===== src/rtl/reaction_pkg.sv =====
// Shared types and default constants for the reaction-time game controller.
package reaction_pkg;

    // Round state of the controller
    typedef enum logic [2:0] {
        IDLE      = 3'd0,
        ARM       = 3'd1,
        COUNTDOWN = 3'd2,
        TIMING    = 3'd3,
        RESULT    = 3'd4
    } state_t;

    // Defaults: 100 MHz clock -> 1 ms tick, timeout just under 10 s
    localparam int TICK_DIV_DEF = 100000;
    localparam int MAX_MS_DEF   = 9999;
    localparam int MS_W_DEF     = 14;

endpackage


===== src/rtl/ms_tick_gen.sv =====
// Millisecond prescaler: counts 0..TICK_DIV-1 while enabled and pulses tick
// on the terminal count, wrapping to 0 in the same cycle.
module ms_tick_gen
    import reaction_pkg::*;
#(
    parameter int TICK_DIV = TICK_DIV_DEF
) (
    input  logic clk,
    input  logic rst,
    input  logic clr,
    input  logic en,
    output logic tick
);

    localparam int CW = (TICK_DIV > 1) ? $clog2(TICK_DIV) : 1;

    logic [CW-1:0] cnt;

    assign tick = en && (cnt == CW'(TICK_DIV - 1));

    // Prescaler count; clr restarts a fresh millisecond
    always_ff @(posedge clk) begin
        if (rst || clr) begin
            cnt <= '0;
        end else if (en) begin
            cnt <= tick ? '0 : cnt + CW'(1);
        end
    end

endmodule


===== src/rtl/reaction_controller.sv =====
// Reaction-time game round controller. Starts the external countdown block,
// measures milliseconds from countdown completion to the react button, and
// flags false starts and timeouts. Result is held until the next btn_go.
// Optional macro REACTION_BEST_TIME_EN adds best_ms/best_valid tracking of
// the fastest valid round since reset.
module reaction_controller
    import reaction_pkg::*;
#(
    parameter int TICK_DIV = TICK_DIV_DEF,
    parameter int MAX_MS   = MAX_MS_DEF,
    parameter int MS_W     = MS_W_DEF
) (
    input  logic            clk,
    input  logic            rst,
    input  logic            btn_go,
    input  logic            btn_react,
    input  logic            countdown_in_action,
    input  logic            countdown_done,
    output logic            countdown_start,
    output logic            busy,
    output logic            result_valid,
    output logic            false_start,
    output logic            timeout,
    output logic [MS_W-1:0] reaction_ms
`ifdef REACTION_BEST_TIME_EN
    ,
    output logic [MS_W-1:0] best_ms,
    output logic            best_valid
`endif
);

    state_t          state, state_next;
    logic [MS_W-1:0] ms_cnt, ms_cnt_next;
    logic [MS_W-1:0] reaction_next;
    logic            start_next, fs_next, to_next;
    logic            presc_clr, presc_en, tick;

    ms_tick_gen #(.TICK_DIV(TICK_DIV)) u_tick (
        .clk  (clk),
        .rst  (rst),
        .clr  (presc_clr),
        .en   (presc_en),
        .tick (tick)
    );

    // Next-state and next-output decode
    always_comb begin
        state_next    = state;
        ms_cnt_next   = ms_cnt;
        reaction_next = reaction_ms;
        start_next    = countdown_start;
        fs_next       = false_start;
        to_next       = timeout;
        presc_clr     = 1'b0;
        presc_en      = 1'b0;
        case (state)
            IDLE: begin
                start_next = 1'b0;
                if (btn_go) begin
                    state_next = ARM;
                    start_next = 1'b1;
                end
            end
            ARM: begin
                // Countdown block is on a slower clock: hold start as a level
                start_next = 1'b1;
                if (btn_react) begin
                    state_next    = RESULT;
                    start_next    = 1'b0;
                    fs_next       = 1'b1;
                    reaction_next = '0;
                end else if (countdown_in_action) begin
                    state_next = COUNTDOWN;
                    start_next = 1'b0;
                end
            end
            COUNTDOWN: begin
                start_next = 1'b0;
                if (btn_react) begin
                    state_next    = RESULT;
                    fs_next       = 1'b1;
                    reaction_next = '0;
                end else if (countdown_done && !countdown_in_action) begin
                    state_next  = TIMING;
                    presc_clr   = 1'b1;
                    ms_cnt_next = '0;
                end
            end
            TIMING: begin
                presc_en = 1'b1;
                if (tick) begin
                    ms_cnt_next = ms_cnt + MS_W'(1);
                end
                // Press beats a same-cycle tick, including the timeout tick
                if (btn_react) begin
                    state_next    = RESULT;
                    reaction_next = ms_cnt;
                    fs_next       = 1'b0;
                    to_next       = 1'b0;
                end else if (tick && (ms_cnt == MS_W'(MAX_MS - 1))) begin
                    state_next    = RESULT;
                    reaction_next = MS_W'(MAX_MS);
                    to_next       = 1'b1;
                end
            end
            RESULT: begin
                if (btn_go) begin
                    state_next    = ARM;
                    start_next    = 1'b1;
                    reaction_next = '0;
                    fs_next       = 1'b0;
                    to_next       = 1'b0;
                end
            end
            default: begin
                state_next    = IDLE;
                start_next    = 1'b0;
                reaction_next = '0;
                fs_next       = 1'b0;
                to_next       = 1'b0;
                ms_cnt_next   = '0;
            end
        endcase
    end

    // State, ms counter and registered outputs
    always_ff @(posedge clk) begin
        if (rst) begin
            state           <= IDLE;
            ms_cnt          <= '0;
            countdown_start <= 1'b0;
            busy            <= 1'b0;
            result_valid    <= 1'b0;
            false_start     <= 1'b0;
            timeout         <= 1'b0;
            reaction_ms     <= '0;
        end else begin
            state           <= state_next;
            ms_cnt          <= ms_cnt_next;
            countdown_start <= start_next;
            busy            <= (state_next == ARM) || (state_next == COUNTDOWN) ||
                               (state_next == TIMING);
            result_valid    <= (state_next == RESULT);
            false_start     <= fs_next;
            timeout         <= to_next;
            reaction_ms     <= reaction_next;
        end
    end

`ifdef REACTION_BEST_TIME_EN
    // Best-time tracker: only a press in TIMING yields a clean result
    always_ff @(posedge clk) begin
        if (rst) begin
            best_ms    <= '0;
            best_valid <= 1'b0;
        end else if ((state == TIMING) && btn_react) begin
            best_valid <= 1'b1;
            if (!best_valid || (ms_cnt < best_ms)) begin
                best_ms <= ms_cnt;
            end
        end
    end
`endif

endmodule

===== config.mk =====
export PLATFORM = sky130hd
export DESIGN_NAME = reaction_controller
export DESIGN_NICKNAME = d
export VERILOG_FILES = /design/src/rtl/reaction_pkg.sv /design/src/rtl/ms_tick_gen.sv /design/src/rtl/reaction_controller.sv
export SDC_FILE = /design/constraint.sdc
export NUM_CORES = 1
export LEC_CHECK = 0
export BUFFER_PORTS_ARGS = -buffer_cell sky130_fd_sc_hd__buf_2
export CAP_MARGIN = 20
export CORE_UTILIZATION = 61
export CTS_BUF_LIST = sky130_fd_sc_hd__clkbuf_8
export DETAILED_ROUTE_END_ITERATION = 6
export PLACE_DENSITY = 0.8
export SYNTH_ARGS = -nofsm -noshare
export SYNTH_HDL_FRONTEND = slang
export SYNTH_SLANG_ARGS = --single-unit

===== constraint.sdc =====
create_clock -name clk -period 4.2 [get_ports clk]
set_input_delay 1.26 -clock clk [delete_from_list [all_inputs] [get_ports clk]]
set_output_delay 1.26 -clock clk [all_outputs]
set_load 0.05 [all_outputs]

==> impl_metrics.env <==
export IMPL_finClkSkew_ns=0.005826
export IMPL_final_util_pct=67.76
export IMPL_r2r_end="u_tick.cnt[15]"
export IMPL_vdd_drop_max_mv=0.1687
export IMPL_yosys_warnings=0
export IMPL_cp_required_ns=4.39
export IMPL_synth_cells=315
export IMPL_synth_flop_cell="dfxtp_1"
export IMPL_ys_seq_area_share_pct=38.58
export IMPL_p_leak_nw=1.056
export IMPL_synth_edf_count=0
export IMPL_root_buffer="clkbuf_8"
export IMPL_power_density_mw_per_mm2=294.8
export IMPL_gr_total_overflow=0
export IMPL_crit_start="btn_react"
export IMPL_cts_max_level=2
export IMPL_ys_top_cells_by_count="dfxtp_1 (53), a21oi_1 (25), inv_1 (16), nor2_1 (16), o21ai_0 (15)"
export IMPL_postRouteAntennaNets=0
export IMPL_gp_congestion=0.8300
export IMPL_syn_cell_area_mm2=0.002750
export IMPL_synth_top_area_share_pct=38.58
export IMPL_finalHoldViolations=0
export IMPL_die_x_um=69.15
export IMPL_relSlewSlack_pct=34.26
export IMPL_worstPathMaxFanout=17
export IMPL_grt_max_degree=39
export IMPL_worst_path_max_delay_cell="nor3b_4"
export IMPL_core_area_mm2=0.004354
export IMPL_initial_core_util_pct=63.16
export IMPL_clock_latency_ns=0.30
export IMPL_wirelength_mm=5.823
export IMPL_cap_violations=0
export IMPL_outcome="complete, no violations"
export IMPL_synth_cell_types=58
export IMPL_min_period_over_period_pct=62.30
export IMPL_drc=0
export IMPL_io_pins=25
export IMPL_antenna_found_initial=0
export IMPL_synth_largest_area_cell="dfxtp_1"
export IMPL_path_class="in2reg"
export IMPL_drt_iter0_drc=181
export IMPL_fill_cells=363
export IMPL_layout_nets=337
export IMPL_r2r_start="state[0]"
export IMPL_cpPeakStageDelay_ns=0.40
export IMPL_worst_hold_path_type="reg2reg"
export IMPL_slew_viol_final=0
export IMPL_ys_ff_latch=53
export IMPL_cp_top_family="compound AO/OA/AOI/OAI gates"
export IMPL_grt_pass1_wl_mm=9.867
export IMPL_rrSetupSlack_ns=1.64
export IMPL_critPathBufInv=2
export IMPL_cts_path_max_buffers=2
export IMPL_fmax_mhz=382.2
export IMPL_grt_usage_pct=25.34
export IMPL_rows=24
export IMPL_dp_hpwl_mm=4.078
export IMPL_critPathArrivalTime_ns=2.81
export IMPL_ff2ff_path_depth=4
export IMPL_setup_viol=0
export IMPL_syn_avg_cell_area_um2=8.731
export IMPL_dieArea_mm2=0.004781
export IMPL_cts_made_buffers=5
export IMPL_cts_resized=0
export IMPL_finalCriticalPeriod_ns=2.617
export IMPL_async_flop_share_pct=0
export IMPL_cts_tree="built"
export IMPL_path_cells="buf_2 -> nor3b_4 -> o21ai_1 -> o21bai_1 -> buf_4 -> a21oi_1"
export IMPL_grt_pass1_vias=2057
export IMPL_wire_per_inst_um=15.28
export IMPL_hold_buffers=0
export IMPL_endpoint="ms_cnt[10]"
export IMPL_num_vias=2408
export IMPL_routed_via_density=6.320
export IMPL_tns_ns=0
export IMPL_cts_reportedPaths_clkPinSlew_ns=0.10
export IMPL_die_height_um=69.15
export IMPL_cts_setup_buffers=0
export IMPL_yosysMostFrequentCell="dfxtp_1"
export IMPL_area_growth_pct=7.279
export IMPL_drive_gt1_share_pct=15.20
export IMPL_synth_nets=324
export IMPL_path_depth=6
export IMPL_diodes=0
export IMPL_end_kind="flip-flop"
export IMPL_multi_input_area_mm2=0.001543
export IMPL_place_port_buffers=24
export IMPL_rsz0062_at_grt="false"
export IMPL_worst_slew_pin_slew_ns=0.9796
export IMPL_synth_area_leaders="dfxtp_1 (39%), a21oi_1 (4.5%), nand2b_1 (3.2%)"
export IMPL_clock_sink_count=53
export IMPL_cp_start_kind="input port"
export IMPL_drt_first_pass_iters=4
export IMPL_seqCellArea_mm2=0.001061
cell families after synthesis:
logic type      count (synthesis)  share of synthesized area [%]
mux                             8                          2.912
buf+inv                        36                          5.323
compound gates                 92                          22.93
flops                          53                          38.58
simple gates                  113                          25.71
fa+ha+maj                       3                          1.365
xor+xnor                       10                          3.185
worst min path at each step:
stage,cells past startpoint,end,startpoint
final,1,reaction_ms[13],reaction_ms[13]
after global routing,1,reaction_ms[13],reaction_ms[13]
after CTS,1,reaction_ms[13],reaction_ms[13]
after detailed placement,1,reaction_ms[13],reaction_ms[13]
after global placement,1,reaction_ms[13],reaction_ms[13]
after floorplan,2,ms_cnt[13],ms_cnt[13]
placed cells by master, fill, tap and decap left out, types with 3 or more instances in the layout:
master / count
dfxtp_1: 53
a21oi_1: 25
buf_2: 24
inv_1: 16
nor2_1: 16
nand2b_1: 14
o21ai_0: 14
nand2_1: 13
or3_1: 11
mux2i_1: 8
a211o_1: 7
and3_1: 7
nor3_1: 7
or4_1: 7
xnor2_1: 7
o32ai_1: 6
nand4_1: 6
o31ai_1: 6
and4_1: 5
nand3_1: 5
clkbuf_8: 5
o2111ai_1: 4
o211ai_1: 4
nor4b_1: 3
and2_1: 3
a31o_2: 3
xor2_1: 3
o21a_1: 3
o21ba_2: 3
ha_1: 3
worst register-to-register path: cells and delay by family (launching register included):
kind / cells / cell delay [ns]
AOI/OAI and AO/OA: 1 / 0.13
DFF: 1 / 0.65
and+or+nand+nor: 3 / 1.71
per-stage QoR:
step / hold slack, ns / setup slack [ns] / instance area [um2] / instances / total power, mW
after floorplan: 0.4603 / 1.546 / 2750 / 315 / 0.5831
after detailed placement: 0.4512 / 1.289 / 2864 / 373 / 0.5978
final: 0.4715 / 1.583 / 2950 / 381 / 0.8696
after CTS: 0.4735 / 1.614 / 2950 / 381 / 0.8709
after global routing: 0.4865 / 1.425 / 2950 / 381 / 0.9028
after global placement: 0.4428 / 1.321 / 2864 / 373 / 0.5963
layer usage:
metal  track usage (%)  part of all wire [%]
met1             37.48                    51
met2             36.25                    42
met3             5.263                   5.1
met4             9.070                   1.6
met5                 0                     0
layout make-up:
cell class	count	share of cell area, %
timing repair buffer	26	4.580
multi-input combinational	226	52.29
tap	52	2.205
clock buffer	5	2.332
clock inverter	3	0.5937
sequential	53	35.96
inverter	16	2.036
power by group:
part	internal (mW)	switching, mW	total (mW)
Clock	0.115	0.167	0.283
Combinational	0.0229	0.0488	0.0717
Sequential	0.508	0.00733	0.515
Total	0.646	0.223	0.870
state kept, by name (all words and copies together) (netlist names):
signal           cells
state                3
result_valid         1
ms_cnt              14
timeout              1
reaction_ms         14
busy                 1
countdown_start      1
false_start          1
u_tick.cnt          17
(Power assumes the default switching activity.)
